--- src/rtl/bus_write_arbiter.sv ---
// Round-robin arbiter for the shared PE data bus. Each source is gated by a credit
// counter that tracks free space in its receiving FIFO.
module bus_write_arbiter #(
    parameter int                   DATA_LEN     = 16,
    parameter int                   BUS_ADDR_LEN = 3,
    parameter int                   NUM_ELEM     = 8,
    parameter int                   FIFO_DEPTH   = 8,
    parameter logic [NUM_ELEM-1:0]  SRC_MASK     = '0
) (
    input  logic                         clk,
    input  logic                         rstn,
    input  logic                         stall,
    input  logic [NUM_ELEM-1:0]          req,
    input  logic [NUM_ELEM*DATA_LEN-1:0] req_data,
    output logic [NUM_ELEM-1:0]          ack,
    input  logic [NUM_ELEM-1:0]          credit_ret,
    output logic [DATA_LEN-1:0]          bus_data,
    output logic [BUS_ADDR_LEN-1:0]      bus_addr,
    output logic                         bus_valid,
    output logic [NUM_ELEM-1:0]          credit_empty,
    output logic                         credit_err
);

    localparam int            CW   = $clog2(FIFO_DEPTH + 1);
    localparam logic [CW-1:0] FULL = CW'(FIFO_DEPTH);

    logic [BUS_ADDR_LEN-1:0] r_rr_ptr;
    logic [CW-1:0]           r_credit [NUM_ELEM];
    logic                    r_credit_err;
    logic [NUM_ELEM-1:0]     w_elig;
    logic                    w_gnt_vld;
    logic [BUS_ADDR_LEN-1:0] w_gnt_idx;

    // Index p+k reduced modulo NUM_ELEM (k < NUM_ELEM, p < NUM_ELEM).
    function automatic logic [BUS_ADDR_LEN-1:0] wrap_add(input logic [BUS_ADDR_LEN-1:0] p,
                                                         input int k);
        int s;
        s = int'(p) + k;
        if (s >= NUM_ELEM) s = s - NUM_ELEM;
        return BUS_ADDR_LEN'(s);
    endfunction

    always_comb begin
        for (int i = 0; i < NUM_ELEM; i++) begin
            w_elig[i]       = req[i] & ~SRC_MASK[i] & (r_credit[i] != '0) & ~stall;
            credit_empty[i] = (r_credit[i] == '0);
        end
    end

    // Scan from the far end back toward rr_ptr so the closest eligible index wins.
    always_comb begin
        w_gnt_vld = 1'b0;
        w_gnt_idx = '0;
        for (int k = NUM_ELEM - 1; k >= 0; k--) begin
            if (w_elig[wrap_add(r_rr_ptr, k)]) begin
                w_gnt_vld = 1'b1;
                w_gnt_idx = wrap_add(r_rr_ptr, k);
            end
        end
    end

    assign ack        = w_gnt_vld ? (NUM_ELEM'(1) << w_gnt_idx) : '0;
    assign credit_err = r_credit_err;

    always_ff @(posedge clk or negedge rstn) begin
        if (!rstn) begin
            bus_data  <= '0;
            bus_addr  <= '0;
            bus_valid <= 1'b0;
            r_rr_ptr  <= '0;
        end else begin
            bus_valid <= w_gnt_vld;
            if (w_gnt_vld) begin
                bus_data <= req_data[w_gnt_idx*DATA_LEN +: DATA_LEN];
                bus_addr <= w_gnt_idx;
                r_rr_ptr <= wrap_add(w_gnt_idx, 1);
            end
        end
    end

    // A grant and a return in the same cycle cancel out.
    always_ff @(posedge clk or negedge rstn) begin
        if (!rstn) begin
            r_credit_err <= 1'b0;
            for (int i = 0; i < NUM_ELEM; i++) r_credit[i] <= FULL;
        end else begin
            for (int i = 0; i < NUM_ELEM; i++) begin
                if (ack[i] && !credit_ret[i]) begin
                    r_credit[i] <= r_credit[i] - CW'(1);
                end else if (credit_ret[i] && !ack[i]) begin
                    if (r_credit[i] == FULL) r_credit_err <= 1'b1;
                    else                     r_credit[i]  <= r_credit[i] + CW'(1);
                end
            end
        end
    end

endmodule
--- config.mk ---
export PLATFORM = sky130hd
export DESIGN_NAME = bus_write_arbiter
export DESIGN_NICKNAME = d
export VERILOG_FILES = /design/src/rtl/bus_write_arbiter.sv
export SDC_FILE = /design/constraint.sdc
export NUM_CORES = 1
export LEC_CHECK = 0
export BUFFER_PORTS_ARGS = -buffer_cell sky130_fd_sc_hd__buf_4
export CAP_MARGIN = 10
export CORE_ASPECT_RATIO = 1.5
export CORE_MARGIN = 10
export CORE_UTILIZATION = 52
export DETAILED_ROUTE_END_ITERATION = 10
export PLACE_DENSITY = 0.82
export SLEW_MARGIN = 20
export SYNTH_ARGS = -nofsm -noshare
export SYNTH_HDL_FRONTEND = slang
export SYNTH_SLANG_ARGS = --single-unit
--- constraint.sdc ---
create_clock -name clk -period 7.46 [get_ports clk]
set_input_delay 0 -clock clk [delete_from_list [all_inputs] [get_ports clk]]
set_output_delay 0 -clock clk [all_outputs]
set_load 0.01 [all_outputs]
==> metrics.md, run 1 <==
| Metric | Value |
|---|---|
| Xor and xnor area share after synthesis | 4.88% |
| Core ar. | 0.0105 mm^2 |
| Global-route congestion overflow total | 0 |
| Top cells by area, synth | dfrtp_1, mux2i_1, ha_1 |
| H-Tree Depth | 2 |
| Initial antenna violation count | 0 |
| First-pass GRT wire length | 30,600 um |
| Post-CTS setup buffer count | 0 |
| DR DRC count | 0 |
| Async SR Flop Fraction | 100% |
| Flop-to-flop setup slack | 2.01 ns |
| Largest net degree at the start of global routing | 66 |
| YS warnings | 0 |
| IO Port Bufs | 183 |
| Syn Area/Cell | 9.08 um^2 |
| Post-Route WL | 19,400 um |
| Mapped Nets | 808 |
| Longest Clk Path Bufs | 2 |
| Max FO, Critical Path | 28 |
| Total track usage | 24.5% |
| Critical path arrival | 5.68 ns |
| Shortest period the worst path allows | 5.45 ns |
| DRT iter0 DRCs | 281 |
| Hold depth | 4 |
| Root buf cell | clkbuf_16 |
| Crit path capture type | flip-flop |
| Area Growth Syn to Fin | 28.6% |
| Synth Cell Area | 0.00557 mm^2 |
| Die Wd | 104 um |
| CP peak stage delay | 0.90 ns |
| First-pass DRT Iterations | 5 |
| Final Max Slew Viols | 0 |
| Fillers | 906 |
| Cells after synthesis | 613 |
| Worst-skew pair later-pin latency | 0.30 ns |
| Nets | 976 |
| RSZ-0062 raised after global routing | false |
| Final setup viols | 0 |
| Num Clock Sinks | 56 |
| Simple-gate share of the synthesized area | 16.9% |
| Vias/cell | 6.01 |
| Combinational family with the most area after synthesis | compound AO/OA/AOI/OAI gates |
| Worst r2r src | r_rr_ptr[1] |
| Number of flops mapped to enable cells by yosys | 0 |
| Sequential fraction of the synthesis area | 25.4% |
| Skew final | 0.00513 ns |
| Seq cells post-synth | 56 |
| Run status | complete, no violations |
| Multiplexer share of the synthesized area | 13.2% |
| Cell row count | 46 |
| Final period utilization | 73.0% |
| Wire length per cell | 21.0 um |
| Clock transition at path regs | 0.07 ns |
| CP dominant cell by count | ha_1 |
| Initial Util | 52.9% |
| Min-Delay Path Class | in -> reg |
| Synth Area in Compound Gates | 22.0% |
| Gp weighted congestion | 1.00 |
| Area leader, netlist | dfrtp_1 |
| Hold Violations, Final | 0 |
| Die height | 147 um |
| Max cap viols | 0 |
| CTS tree | done |
| Cells on worst reg2reg path | 19 |
| Diode count | 0 |
| Via count | 5,567 |
| HPWL Detailed | 16,400 um |
| Fin Setup TNS | 0 ns |
| Startpoint Class | flip-flop |
| Required time of the critical path | 7.69 ns |
| Actual slew at the worst max-slew pin | 1.04 ns |
| Worst hold start | req_data[15] |
| Number of global-route vias before repair | 5,898 |
| Crit path cell chain | inv_1 > ha_1 > o22ai_1 > a221oi_1 > nor2_1 > nor3_1 > a41o_1 > nor2_1 > ha_1 > ha_1 > nand2_1 > inv_1 > ha_1 > ha_1 > a21o_1 > a21oi_1 > xnor2_1 > nor2_1 > xor2_1 |
| Achievable clock frequency | 184 MHz |
| Post-synthesis adder-cell area fraction | 11.9% |
| Slew HR | 30.5% |
| Post-route ant nets | 0 |
| Die area | 0.0153 mm^2 |
| I/O Pins | 184 |
| CP max-delay cell | dfrtp_1 |
| Hold Path End | bus_data[15] |
| Yosys top cell area share | 21.6% |
| Netlist cell types | 68 |
| Cts bufs inserted | 5 |
| Layout cell share with drive strength beyond 1 | 30.8% |
| Reg2reg end | r_credit[3] |
| Layout Utilization | 67.9% |
| Primary FF master, synth | dfrtp_1 |
| Critical path type | reg -> reg |
## worst max path at each step
stage	from	endpoint	slack, ns	cells after the start
6_report	r_rr_ptr[1]	r_credit[3]	2.01	19
5_1_grt	r_rr_ptr[1]	r_credit[27]	1.60	19
4_1_cts	r_rr_ptr[1]	r_credit[3]	2.11	19
3_5_place_dp	r_rr_ptr[1]	r_credit[3]	2.12	19
3_3_place_gp	r_rr_ptr[1]	r_credit[3]	2.34	19
2_1_floorplan	r_rr_ptr[1]	r_credit[19]	2.64	24
## routing by layer
layer | share of wire, % | wire length (um) | GRT usage (%) | vias up
li1 | - | - | - | 2583
met1 | 38 | 7390 | 27.2 | 2677
met2 | 50 | 9760 | 43.4 | 276
met3 | 8.7 | 1690 | 6.83 | 31
met4 | 3.0 | 587 | 8.94 | 0
met5 | 0 | 0 | 0 | -
## critical path: cells and delay by family (launching register included)
family,cells,cell delay (ns)
buf+inv,2,0.33
fa+ha+maj,5,1.67
flops,1,0.90
simple gates,5,0.89
xor+xnor,2,0.24
compound gates,5,1.32
## metrics by stage
step           instances  area [um^2]  setup slack, ns  hold WS (ns)
4_1_cts              926         7160             2.11        0.0353
6_report             926         7160             2.01        0.0368
2_1_floorplan        613         5570             2.64        -0.296
5_1_grt              926         7160             1.60        0.0675
3_5_place_dp         917         7000             2.12         0.110
3_3_place_gp         917         7000             2.34        0.0957
## timing repair
item	CTS	global route
resized for setup	0	0
hold endpoints to repair	48	0
hold buffers	1	0
## cells in the mapped netlist (4+ instances only)
library cell	count
a211o_1	8
nor2_1	46
a2111o_1	10
nor3_1	15
dfrtp_1	48
o22ai_1	39
clkbuf_1	10
buf_2	11
a21o_1	9
and3_1	12
o32ai_1	5
xnor2_1	14
inv_1	48
o21ai_0	28
nor4_4	4
fa_1	8
a221oi_2	4
dfstp_2	8
a221oi_1	5
nand2b_1	6
a21oi_1	14
or2_2	12
nand2_1	51
ha_1	40
xor2_1	17
a22o_1	5
nand3b_1	4
mux2i_1	70
## area by class of cell
| class | instances | area, um^2 | area share (%) |
|---|---|---|---|
| Clock buffer | 6 | 129 | 1.80 |
| Clock inverter | 2 | 16.3 | 0.227 |
| Inverter | 50 | 188 | 2.62 |
| Multi-Input combinational cell | 482 | 3830 | 53.6 |
| Sequential cell | 56 | 1410 | 19.7 |
| Tap cell | 144 | 180 | 2.52 |
| Timing Repair Buffer | 186 | 1400 | 19.5 |
## logic make-up after synthesis
group                    count (synthesis)
AO/OA/AOI/OAI                          159
AND/OR/NAND/NOR                        171
buffers and inverters                   75
flip-flops                              56
multiplexers                            73
adder cells (fa/ha/maj)                 48
XOR/XNOR                                31
## sequential cells by signal, indices dropped and copies added (netlist names)
name / cells
r_rr_ptr: 3
bus_valid: 1
bus_data: 16
r_credit: 32
bus_addr: 3
credit_err: 1
## cell usage in the layout, fill, tap and decap left out, types with 3 or more instances in the layout
master,instances
nor2_1,46
a2111o_1,10
xnor2_1,14
nor4_2,3
buf_4,185
o22ai_1,39
a221oi_1,5
ha_1,40
a221oi_2,4
fa_1,8
nand2_1,51
a21o_1,9
a21oi_1,14
or2_2,12
a211o_1,8
nor4_4,4
a22oi_1,3
dfstp_2,8
mux2_2,3
inv_1,48
dfrtp_1,48
mux2i_1,70
nor3_1,15
o32ai_1,5
nor4_1,3
and3_1,12
a31oi_1,3
clkbuf_16,5
nand3b_1,4
a22o_1,5
o21ai_0,28
nand2b_1,6
xor2_1,17
Power of run 1 is not shown: default switching activity piles up to over one toggle a cycle in this logic, so the estimate is an artifact.
==> run 2, diff against run 1 <==
--- a/config.mk
+++ b/config.mk
@@ -9,9 +9,9 @@
 export CAP_MARGIN = 10
 export CORE_ASPECT_RATIO = 1.5
 export CORE_MARGIN = 10
-export CORE_UTILIZATION = 52
+export CORE_UTILIZATION = 47
 export DETAILED_ROUTE_END_ITERATION = 10
-export PLACE_DENSITY = 0.82
+export PLACE_DENSITY = 0.78
 export SLEW_MARGIN = 20
 export SYNTH_ARGS = -nofsm -noshare
 export SYNTH_HDL_FRONTEND = slang
==> constraint.sdc (replaced) <==
create_clock -name clk -period 4.9 [get_ports clk]
set_input_delay 0 -clock clk [delete_from_list [all_inputs] [get_ports clk]]
set_output_delay 0 -clock clk [all_outputs]
set_load 0.01 [all_outputs]
==> metrics.md, run 2 (same netlist as run 1, synthesis figures left out) <==
| Metric | Value |
|---|---|
| Number of global-route vias before repair | 6,053 |
| Met1 Use GR | 24.8% |
| Final period utilization | 93.4% |
| Max FO, Critical Path | 27 |
| Footprint of the multi-input gates | 0.00384 mm^2 |
| Crit path capture type | flip-flop |
| First-pass DRT Iterations | 5 |
| DRT iter0 DRCs | 296 |
| Commonest non-fill, non-tap cell in the layout | buf_4 |
| DR DRC count | 0 |
| Post-Route WL | 19,700 um |
| Fillers | 1,000 |
| Die area | 0.0167 mm^2 |
| Area Growth Syn to Fin | 31.1% |
| Achievable clock frequency | 218 MHz |
| Nets | 992 |
| HPWL Detailed | 16,700 um |
| Actual slew at the worst max-slew pin | 1.02 ns |
| Hold depth | 4 |
| Fin Setup TNS | 0 ns |
| Vias/cell | 5.91 |
| RSZ-0062 raised after global routing | false |
| Shortest period the worst path allows | 4.58 ns |
| Critical Path Sink | r_credit[27] |
| Worst setup startpoint | r_rr_ptr[1] |
| Worst-skew pair later-pin latency | 0.30 ns |
| Longest Clk Path Bufs | 2 |
| Diode count | 0 |
| Reg area | 0.00141 mm^2 |
| First-pass GRT wire length | 31,000 um |
| Gp weighted congestion | 0.988 |
| Post-CTS setup buffer count | 0 |
| Final Max Slew Viols | 0 |
| Final setup viols | 0 |
| IO Port Bufs | 183 |
| GR peak layer | met2 |
| Post-route ant nets | 0 |
| I/O Pins | 184 |
| Num Clock Sinks | 56 |
| Largest Register | r_credit |
| Cell row count | 48 |
| Die Wd | 109 um |
| Met2 global-route usage | 40.9% |
| Hold Violations, Final | 0 |
| Regs by FF count | r_credit x32, bus_data x16 |
| Initial antenna violation count | 0 |
| Via count | 5,601 |
| Total track usage | 23.0% |
| Layout cell share with drive strength beyond 1 | 32.6% |
| Startpoint Class | flip-flop |
| Max cap viols | 0 |
| Min-Delay Path Class | in -> reg |
| Worst r2r src | r_rr_ptr[1] |
| Clock transition at path regs | 0.08 ns |
| Root buf cell | clkbuf_16 |
| Slew HR | 32.1% |
| Flop-to-flop setup slack | 0.32 ns |
| H-Tree Depth | 2 |
| Die height | 153 um |
| Skew final | 0.0102 ns |
| Reg2reg end | r_credit[27] |
| Initial Util | 48.3% |
| Cells on worst reg2reg path | 18 |
| Critical path type | reg -> reg |
| CTS tree | done |
| Most frequent cells in the layout | buf_4, mux2i_1, nand2_1, inv_1, dfrtp_1 |
| Cts bufs inserted | 5 |
| Critical path arrival | 4.81 ns |
| Largest net degree at the start of global routing | 66 |
| Core ar. | 0.0115 mm^2 |
| Run status | complete, no violations |
| GR met3 Demand/Resource | 6.78% |
| Required time of the critical path | 5.13 ns |
| Max reg flops | 32 |
| Global-route congestion overflow total | 0 |
| Wire length per cell | 20.7 um |
## run 2: cell count changes in the layout (fill, tap and decap cells not counted)
| cell | previous run | this run |
|---|---|---|
| a21oi_1 | 14 | 13 |
| a21oi_2 | 0 | 1 |
| buf_4 | 185 | 201 |
| ha_1 | 40 | 39 |
| ha_2 | 0 | 1 |
| nor3_1 | 15 | 14 |
| nor3_2 | 1 | 2 |
## run 2: repair_timing
item                                   CTS  global route
gates resized for setup                  0             3
endpoints found under the hold margin   48             0
setup endpoints to repair                0             5
hold buffers                             1             0
## run 2: worst max-delay path, cell delays in order, from the launching register on
cell and delay, ns:
dfrtp_1 0.40, buf_4 0.23, or3b_2 0.46, o22ai_1 0.33
mux2i_1 0.24, a21oi_2 0.26, mux2_2 0.37, a41o_1 0.25
nor2_1 0.19, inv_1 0.11, ha_1 0.22, and3_1 0.19
ha_1 0.26, ha_1 0.30, a21o_1 0.18, a21oi_1 0.16
xnor2_1 0.13, nand2_1 0.08, xnor2_1 0.14
## run 2: worst min path at each step
stage / startpoint / to / slack, ns
after CTS: req_data[12] / bus_data[12] / 0.05
after global placement: rstn / r_credit[4] / 0.1
after floorplan: rstn / bus_addr[0] / -0.30
after detailed placement: rstn / r_credit[6] / 0.10
final: req_data[10] / bus_data[10] / 0.04
after global routing: req_data[8] / bus_data[8] / 0.08
## run 2: layout make-up
class	instances	share of cell area, %
sequential	56	19.3
multi-input combinational	482	52.7
inverter	50	2.57
timing repair buffer	202	20.8
clock inverter	2	0.223
clock buffer	6	1.77
tap	150	2.57
## run 2: per-stage QoR
stage               cell area (um^2)  hold slack [ns]  utilization (%)  instances  setup WS, ns
CTS                             7280           0.0469             63.2        948         0.237
finish                          7300           0.0445             63.3        948         0.321
global placement                7130           0.0994             61.8        939         0.401
detailed placement              7130            0.104             61.8        939         0.274
floorplan                       5570           -0.296                -        613        0.0762
global route                    7300           0.0753             63.3        948       0.00531
## run 2: routing by layer
metal | wire length, um | share of wire, %
met1 | 7180 | 37
met4 | 531 | 2.7
met2 | 9990 | 51
met3 | 1960 | 10
met5 | 0 | 0
Power of run 2 is left out for the same reason.
==> run 3, diff against run 2 <==
==> config.mk (replaced) <==
export PLATFORM = sky130hd
export DESIGN_NAME = bus_write_arbiter
export DESIGN_NICKNAME = d
export VERILOG_FILES = /design/src/rtl/bus_write_arbiter.sv
export SDC_FILE = /design/constraint.sdc
export NUM_CORES = 1
export LEC_CHECK = 0
export CAP_MARGIN = 0
export CORE_ASPECT_RATIO = 1.2
export CORE_MARGIN = 10
export CORE_UTILIZATION = 52
export DETAILED_ROUTE_END_ITERATION = 10
export DONT_BUFFER_PORTS = 1
export PLACE_DENSITY = 0.7
export SLEW_MARGIN = 20
export SYNTH_ARGS = -nofsm -noshare
export SYNTH_HDL_FRONTEND = slang
export SYNTH_SLANG_ARGS = --single-unit
==> metrics.md, run 3 (same netlist as run 1, synthesis figures left out) <==
| Metric | Value |
|---|---|
| Gp weighted congestion | 0.935 |
| Worst setup startpoint | r_rr_ptr[1] |
| Via count | 5,100 |
| Die Wd | 114 um |
| Crit path capture type | flip-flop |
| Final Max Slew Viols | 0 |
| Nets | 855 |
| Regs by FF count | r_credit x32, bus_data x16 |
| Flop-to-flop setup slack | 0.22 ns |
| Vias/cell | 6.45 |
| Final period utilization | 95.5% |
| Critical path type | reg -> reg |
| Die height | 133 um |
| First-pass DRT Iterations | 6 |
| Max reg flops | 32 |
| Post-route ant nets | 0 |
| Fin worst setup slack | 0.221 ns |
| HPWL Detailed | 14,100 um |
| I/O Pins | 184 |
| Die area | 0.0153 mm^2 |
| DRT iter0 DRCs | 285 |
| Layout cell share with drive strength beyond 1 | 13.0% |
| Clock transition at path regs | 0.08 ns |
| Critical path arrival | 4.91 ns |
| Most frequent cells in the layout | mux2i_1, nand2_1, inv_1, dfrtp_1, nor2_1 |
| Wire length per cell | 22.9 um |
| Worst r2r src | r_rr_ptr[1] |
| Hold Violations, Final | 0 |
| Layout Utilization | 61.1% |
| RSZ-0062 raised after global routing | true |
| Largest net degree at the start of global routing | 57 |
| Total track usage | 22.9% |
| First-pass GRT wire length | 28,600 um |
| Core ar. | 0.0105 mm^2 |
| IO Port Bufs | 0 |
| Post-Route WL | 18,100 um |
| Largest Register | r_credit |
| Final setup viols | 0 |
| Initial antenna violation count | 1 |
| Root buf cell | clkbuf_16 |
| Initial Util | 52.9% |
| DR DRC count | 0 |
| CTS tree | done |
| Cell row count | 41 |
| Skew final | 0.0108 ns |
| Area Growth Syn to Fin | 15.5% |
| Shortest period the worst path allows | 4.68 ns |
| Placed inst area | 0.00575 mm^2 |
| Achievable clock frequency | 214 MHz |
| Longest Clk Path Bufs | 2 |
| Worst slack, placed | 0.227 ns |
| Commonest non-fill, non-tap cell in the layout | mux2i_1 |
| Cts bufs inserted | 5 |
| Min-Delay Path Class | in -> reg |
| Run status | complete, no violations |
| Actual slew at the worst max-slew pin | 0.793 ns |
| Max FO, Critical Path | 27 |
| Worst hold start | req_data[69] |
| Worst-skew pair later-pin latency | 0.30 ns |
| Required time of the critical path | 5.13 ns |
| Slew HR | 46.8% |
| Startpoint Class | flip-flop |
| Num Clock Sinks | 56 |
| Design area | 0.00643 mm^2 |
| Number of global-route vias before repair | 5,444 |
| H-Tree Depth | 2 |
| Global-route congestion overflow total | 0 |
| Max cap viols | 0 |
-- run 3: cell count changes in the layout (fill, tap and decap cells not counted), sizes merged --
cell,previous run,this run
clkbuf,6,7
clkinv,1,0
bufinv,0,1
dlygate4sd3,1,41
diode,0,1
buf,201,24
clkinvlp,1,0
-- run 3: per-layer routing --
layer	GRT usage, %	vias up	wire length, um
met5	0	-	0
met4	8.16	0	515
met3	7.01	39	1510
met2	41.6	230	9450
met1	24.0	2481	6630
li1	-	2350	-
-- run 3: critical path, cell delays in order (launching register included) --
cell     delay (ns)
dfrtp_1        0.38
buf_4          0.22
or3b_2         0.46
o22ai_1        0.29
mux2i_1        0.20
a21oi_1        0.31
mux2_2         0.38
a41o_1         0.25
nor2_1         0.19
inv_1          0.11
ha_1           0.20
and3_1         0.24
ha_1           0.30
ha_1           0.30
a21o_1         0.18
a21oi_1        0.20
xnor2_1        0.16
nand2_1        0.10
xnor2_1        0.14
-- run 3: final timing paths --
| check | to | cells past startpoint |
|---|---|---|
| worst max-delay path | r_credit[31] | 18 |
| worst min-delay path | bus_data[5] | 3 |
| worst max register to register | r_credit[31] | 18 |
| worst min register to register | r_credit[27] | 1 |
| max in group asynchronous | r_credit[3] | 2 |
| min in group asynchronous | r_credit[5] | 2 |
-- run 3: cell type report --
class	instances	area (um^2)
Antenna cell	1	2.50
Clock buffer	7	153
Clock inverter	1	30.0
Fill cell	874	4090
Inverter	50	188
Multi-Input combinational cell	482	3870
Sequential cell	56	1410
Tap cell	129	161
Timing Repair Buffer	65	611
-- run 3: through the flow --
| step | TNS, ns | hold slack (ns) | cells |
|---|---|---|---|
| final | 0 | 0.00581 | 791 |
| after floorplan | 0 | -0.296 | 613 |
| after global routing | -0.0427 | 0.0253 | 791 |
| after global placement | 0 | -0.293 | 738 |
| after detailed placement | 0 | -0.293 | 738 |
| after CTS | 0 | 0.00152 | 788 |
-- run 3: repair_timing --
action	in CTS	in global routing
hold buffers	42	0
resized for setup	0	6
endpoints found under the setup margin	0	4
buffers inserted	0	2
endpoints found under the hold margin	67	0
Power of run 3 is left out for the same reason.
